**config.mk**
```make
export PLATFORM = sky130hd
export DESIGN_NAME = stim_stream_buffer
export DESIGN_NICKNAME = d
export VERILOG_FILES = /design/src/rtl/stim_stream_buffer_pkg.sv /design/src/rtl/stim_stream_ram.sv /design/src/rtl/stim_stream_buffer.sv
export SDC_FILE = /design/constraint.sdc
export NUM_CORES = 1
export LEC_CHECK = 0
export ABC_AREA = 1
export BUFFER_PORTS_ARGS = -buffer_cell sky130_fd_sc_hd__buf_4
export CAP_MARGIN = 20
export CELL_PAD_IN_SITES_DETAIL_PLACEMENT = 1
export CELL_PAD_IN_SITES_GLOBAL_PLACEMENT = 2
export CORE_MARGIN = 10
export CORE_UTILIZATION = 39
export CTS_CLUSTER_DIAMETER = 200
export DETAILED_ROUTE_END_ITERATION = 10
export GPL_TIMING_DRIVEN = 0
export HOLD_SLACK_MARGIN = 0.15
export PLACE_DENSITY = 0.88
export SYNTH_ARGS = -nofsm -noshare
export SYNTH_HDL_FRONTEND = slang
export SYNTH_HIERARCHICAL = 1
export SYNTH_SLANG_ARGS = --single-unit
```
**constraint.sdc**
```tcl
create_clock -name iClk -period 2.8 [get_ports iClk]
set_input_delay 0.14 -clock iClk [delete_from_list [all_inputs] [get_ports iClk]]
set_output_delay 0.14 -clock iClk [all_outputs]
set_load 0.1 [all_outputs]
```
**src/rtl/stim_stream_buffer_pkg.sv**
```systemverilog
// Shared defaults for the stimulus stream buffer slice.
// Widths here are only defaults; instances may override them.
package stim_stream_buffer_pkg;

    localparam int SSB_DWID  = 16;
    localparam int SSB_DEPTH = 16;
    localparam int SSB_CWID  = 16;
    localparam int SSB_PWID  = 32;

endpackage

```
**src/rtl/stim_stream_ram.sv**
```systemverilog
// Storage array for the stimulus stream buffer.
// Synchronous write, asynchronous read for first-word-fall-through.
module stim_stream_ram
    import stim_stream_buffer_pkg::*;
#(
    parameter int DWID  = SSB_DWID,
    parameter int DEPTH = SSB_DEPTH,
    parameter int AWID  = $clog2(DEPTH)
) (
    input  logic            iClk,
    input  logic            iWe,
    input  logic [AWID-1:0] iWaddr,
    input  logic [DWID-1:0] iWdata,
    input  logic [AWID-1:0] iRaddr,
    output logic [DWID-1:0] oRdata
);

    logic [DWID-1:0] mem [DEPTH];

    always_ff @(posedge iClk) begin
        if (iWe) begin
            mem[iWaddr] <= iWdata;
        end
    end

    assign oRdata = mem[iRaddr];

endmodule

```
**src/rtl/stim_stream_buffer.sv**
```systemverilog
// Elastic buffer from a no-backpressure stimulus reader to a
// valid/ready stream, with sticky overflow and drop counting.
module stim_stream_buffer
    import stim_stream_buffer_pkg::*;
#(
    parameter  int DWID  = SSB_DWID,
    parameter  int DEPTH = SSB_DEPTH,
    parameter  int CWID  = SSB_CWID,
    localparam int AWID  = $clog2(DEPTH)
) (
    input  logic            iClk,
    input  logic            iRst_n,
    input  logic            iValid,
    input  logic [DWID-1:0] iData,
    output logic            oValid,
    output logic [DWID-1:0] oData,
    input  logic            iReady,
    output logic [AWID:0]   oCount,
    output logic            oFull,
    output logic            oEmpty,
    output logic            oOvf,
    output logic [CWID-1:0] oDropCnt,
    input  logic            iClrOvf,
    output logic [31:0]     oPopCnt
);

    localparam logic [AWID:0] FULL_CNT = (AWID+1)'(DEPTH);

    logic [AWID-1:0] wr_ptr;
    logic [AWID-1:0] rd_ptr;
    logic [AWID:0]   count;
    logic            ovf;
    logic [CWID-1:0] drop_cnt;
    logic [31:0]     pop_cnt;

    logic full;
    logic empty;
    logic pop;
    logic push;
    logic drop;

    assign full  = (count == FULL_CNT);
    assign empty = (count == '0);

    // A pop in the same cycle frees the slot the incoming word needs.
    assign pop  = ~empty & iReady;
    assign push = iValid & (~full | pop);
    assign drop = iValid & full & ~iReady;

    stim_stream_ram #(
        .DWID  (DWID),
        .DEPTH (DEPTH),
        .AWID  (AWID)
    ) u_ram (
        .iClk   (iClk),
        .iWe    (push),
        .iWaddr (wr_ptr),
        .iWdata (iData),
        .iRaddr (rd_ptr),
        .oRdata (oData)
    );

    always_ff @(posedge iClk or negedge iRst_n) begin
        if (!iRst_n) begin
            wr_ptr  <= '0;
            rd_ptr  <= '0;
            count   <= '0;
            pop_cnt <= '0;
        end else begin
            if (push) begin
                wr_ptr <= wr_ptr + AWID'(1);
            end
            if (pop) begin
                rd_ptr  <= rd_ptr + AWID'(1);
                pop_cnt <= pop_cnt + 32'd1;
            end
            if (push && !pop) begin
                count <= count + (AWID+1)'(1);
            end else if (pop && !push) begin
                count <= count - (AWID+1)'(1);
            end
        end
    end

    // Clear takes effect first, so a coincident drop is still counted.
    always_ff @(posedge iClk or negedge iRst_n) begin
        if (!iRst_n) begin
            ovf      <= 1'b0;
            drop_cnt <= '0;
        end else if (iClrOvf) begin
            ovf      <= drop;
            drop_cnt <= CWID'(drop);
        end else if (drop) begin
            ovf <= 1'b1;
            if (drop_cnt != '1) begin
                drop_cnt <= drop_cnt + CWID'(1);
            end
        end
    end

    assign oValid   = ~empty;
    assign oCount   = count;
    assign oFull    = full;
    assign oEmpty   = empty;
    assign oOvf     = ovf;
    assign oDropCnt = drop_cnt;
    assign oPopCnt  = pop_cnt;

endmodule
```
==> results_tabular.tex <==
\begin{tabular}{lr}
\hline
Metric & Value \\
\hline
\multicolumn{2}{l}{\textbf{Run status}} \\
Outcome & finished, final reports clean \\
\multicolumn{2}{l}{\textbf{STA}} \\
Period utilization & 96.9\% \\
Worst hold slack & $\sim$0.24 ns \\
Tightest Pin Transition & between 1 and 1.5 ns \\
F\_max & 369 MHz \\
Final hold vios & 0 \\
Final setup skew & 0.0228 ns \\
Setup TNS & 0 ns \\
Worst slew margin & a little under 30\% \\
RSZ-0062 raised after global routing & no \\
Slew Viols, Final & 0 \\
Setup-failing EPs final & 0 \\
Time the worst path needs with I/O delays and setup & 2.71 ns \\
\multicolumn{2}{l}{\textbf{Yosys}} \\
Register area share after synthesis & a little over three fifths \\
Post-Synth Adder-Cell Area & less than 1\% \\
Number of unique standard cell types used by synthesis & 30 \\
Multiplexer share of the synthesized area & 0\% \\
Number of flip-flops and latches in the synthesized netlist & approximately 320 \\
Post-synthesis compound-gate area fraction & less than 1\% \\
Yosys warning total & 6 \\
Xor-xnor portion of the synthesized cell area & slightly below 2\% \\
Net count after synthesis & between 1500 and 2000 \\
Synth Area in Simple Gates & 24.4\% \\
Mapped cell area & roughly 15000 um2 \\
Average footprint of a synthesized cell & roughly 9.6 um2 \\
Post-synthesis instance total & 1524 \\
Dominant combinational cell family by area after synthesis & simple AND/OR/NAND/NOR gates \\
\multicolumn{2}{l}{\textbf{Floorplan}} \\
Area inside the core boundary & roughly 37000 um2 \\
Effective utilization at floorplan & 39.7\% \\
Y dimension of the die & approximately 210 um \\
Die Area & roughly 46000 um2 \\
Boundary Pins & 94 \\
Die boundary width & around 210 um \\
Row count & 70 \\
\multicolumn{2}{l}{\textbf{Clock tree}} \\
Htree depth & 2 \\
TritonCTS clock tree & built \\
CTS sink count & around 320 \\
Buffer cell driving the clock tree root & clkbuf\_16 \\
Clock latency at the later pin of the worst-skew pair & between 0.5 and 0.6 ns \\
Deepest clock path buffer count & 3 \\
Clock edge transition at the registers on the reported setup and hold paths & roughly 0.060 ns \\
Clock buffers created by TritonCTS & 37 \\
\multicolumn{2}{l}{\textbf{Setup path}} \\
Buffering stage count on the worst path with inverters included & 3 \\
Required time at the worst-slack endpoint & roughly 2.7 ns \\
Worst-path fanout max & 10 \\
CP max stage delay & 0.59 ns \\
Critical path launch point type & flip-flop \\
Largest delay contributor family on the critical path & buffers and inverters \\
Max stage delay cell, worst path & buf\_1 \\
Endpoint type of the worst setup path & output port \\
Most used cell, CP & nand3\_1 \\
Critical path cell sequence & buf\_2, buf\_1, nand3\_1, nand3\_1, nand2\_1, buf\_4 \\
Data arrival time of the critical path & approximately 2.6 ns \\
Setup CP Type & reg2out \\
\multicolumn{2}{l}{\textbf{Min path}} \\
Min-delay worst type & in2async \\
\multicolumn{2}{l}{\textbf{Detailed routing}} \\
Met2 wire length & roughly 22000 um \\
Average vias per placed instance & between 5 and 6 \\
Total wirelength of the detailed-routed design & between 40000 and 50000 um \\
Drt first pass iters & 5 \\
Starting DRC count in detailed routing & between 700 and 800 \\
Detail Route Antenna Nets & 0 \\
Total number of vias & approximately 11000 \\
DRC errors left & 0 \\
Uppermost layer routed & met4 \\
Routed length on met3 & between 2000 and 2500 um \\
WL/cell & a little over 20 um \\
Metal-1 WL & between 15000 and 20000 um \\
\multicolumn{2}{l}{\textbf{GRT}} \\
Number of global-route vias before repair & between 10000 and 15000 \\
Global-route usage over all layers & 20.0\% \\
Antenna violations before repair & 0 \\
Maximum number of pins on one net before global-route repair & 63 \\
Gr ovfl total & 0 \\
Global-route wire length before repair & between 60000 and 70000 um \\
\multicolumn{2}{l}{\textbf{Finish}} \\
Final \#Nets & about 1700 \\
Share of layout cells above drive strength 1 & between 10\% and 20\% \\
Design Area, Final & 17600 um2 \\
Final Core Density & a little under half \\
Final instance count without filler cells & about 2200 \\
Area overhead of the layout relative to synthesis & 20.4\% \\
\multicolumn{2}{l}{\textbf{Placement}} \\
Number of port buffers & between 90 and 100 \\
Area after DPL & between 15000 and 20000 um2 \\
DP Cell Count & approximately 2100 \\
Weighted congestion reported at the end of routability-driven placement & about 0.82 \\
Final HPWL from detailed placement & 31400 um \\
\multicolumn{2}{l}{\textbf{Job}} \\
Max-cap violation count & 0 \\
\multicolumn{2}{l}{\textbf{Power}} \\
Leakage power figure & slightly below 8 nW \\
Ratio of total power to cell area & between 1000 and 1500 nW/um2 \\
Maximum resistive drop on vdd & 0.941 mV \\
\hline
\end{tabular}
[path summary, 6_finish.rpt]
path	from	end	slack, ns	cells past startpoint
setup / recovery	rd_ptr[2]$_DFFE_PN0P_	oData[14]	0.09	6
hold / removal	iRst_n	oPopCnt[16]$_DFFE_PN0P_	0.24	2
setup reg to reg	oCount[1]$_DFFE_PN0P_	oCount[4]$_DFFE_PN0P_	0.29	13
hold reg to reg	oPopCnt[30]$_DFFE_PN0P_	oPopCnt[30]$_DFFE_PN0P_	0.50	2
max in group asynchronous	iRst_n	oCount[2]$_DFFE_PN0P_	1.88	2
min in group iClk	iClrOvf	oDropCnt[7]$_DFFE_PN0P_	0.46	5
[power by group]
group	switching (mW)	leakage [nW]	total (mW)	internal [mW]
clock	1.88	0.559	4.57	2.70
sequential	0.304	3.13	5.95	5.64
combinational	6.52	4.15	8.52	2.01
[Yosys cell counts, drive strengths merged]
library cell	n	area [um2]
o21ai	14	81.3
inv	254	953
nand4	11	68.8
fa	1	20.0
xnor2	12	105
edfxtp	256	7690
o21bai	3	22.5
nor2	75	327
clkbuf	11	41.3
dfrtp	62	1550
nand3	236	1190
a21oi	1	5.00
nand2	499	1890
nor4	1	6.26
ha	8	100
nor3	11	55.1
xor2	21	184
nand3b	4	30.0
buf	44	295
[worst reg2reg max path, cell delays in order (launching register included)]
cell and delay (ns):
dfrtp_4 0.52, nor2_4 0.16, nand3_4 0.11, nand2_4 0.17
buf_4 0.23, ha_4 0.18, inv_4 0.05, fa_1 0.39
nand2_1 0.11, nand2_1 0.07, a21oi_2 0.13, xor2_1 0.17
nand2_1 0.07, o21ai_0 0.07
[layout by cell type, fill, tap and decap left out, types with 3 or more instances in the layout]
cell and count:
buf_2 17, buf_4 113, buf_6 5, buf_8 13, bufinv_16 3, clkbuf_1 10, clkbuf_16 37, clkbuf_2 7
clkinv_1 11, clkinv_2 7, dfrtp_1 57, dfrtp_4 5, dlygate4sd3_1 21, edfxtp_1 256, ha_1 6, inv_1 247
inv_2 6, nand2_1 492, nand2_2 6, nand3_1 234, nand3b_1 4, nand4_1 11, nor2_1 47, nor2_2 23
nor2_4 5, nor3_1 11, o21ai_0 9, o21ai_2 3, o21bai_1 3, xnor2_1 12, xor2_1 21
[final cells by class]
cell class                      count  area, um2
Timing Repair Buffer              128       1130
Tap cell                          468        586
Fill cell                        4157      19200
Sequential cell                   318       9260
Inverter                          254        956
Buffer                             55        353
Clock buffer                       43        948
Multi-Input combinational cell    897       4180
Antenna cell                        1       2.50
Clock inverter                     23        184
[what timing repair did]
action	4_1_cts	5_1_grt
cloned	0	0
buffers inserted	0	0
hold buffers	21	0
gates resized for setup	4	9
hold endpoints to repair	345	0
endpoints found under the setup margin	12	13
[metal layers]
| layer | global-route usage, % | vias up |
|---|---|---|
| li1 | - | 5219 |
| met1 | 25.0 | 5660 |
| met2 | 34.5 | 295 |
| met3 | 3.58 | 77 |
| met4 | 6.67 | 0 |
| met5 | 0 | - |
[cell families (layout without fill, tap and decap cells)]
| kind of cell | count (synthesis) | after routing |
|---|---|---|
| AO/OA/AOI/OAI | 18 | 18 |
| flip-flops | 318 | 318 |
| XOR/XNOR | 33 | 33 |
| AND/OR/NAND/NOR | 837 | 837 |
| other | 0 | 1 |
| buffers and inverters | 309 | 503 |
| adder cells (fa/ha/maj) | 9 | 9 |
[metrics by stage]
stage	worst slack, ns	power (mW)
floorplan	0.0111	11.7
global placement	-0.291	14.1
detailed placement	0.301	14.4
CTS	0.00755	19.1
global route	0.0131	19.9
finish	0.0872	19.0
[flip-flops by register name, summed over array words and instances, names as in the netlist]
name,cells
wr_ptr,4
oOvf,1
oDropCnt,16
oPopCnt,32
rd_ptr,4
u_ram/mem,256
oCount,5
Power figures use the tool's default switching activity.
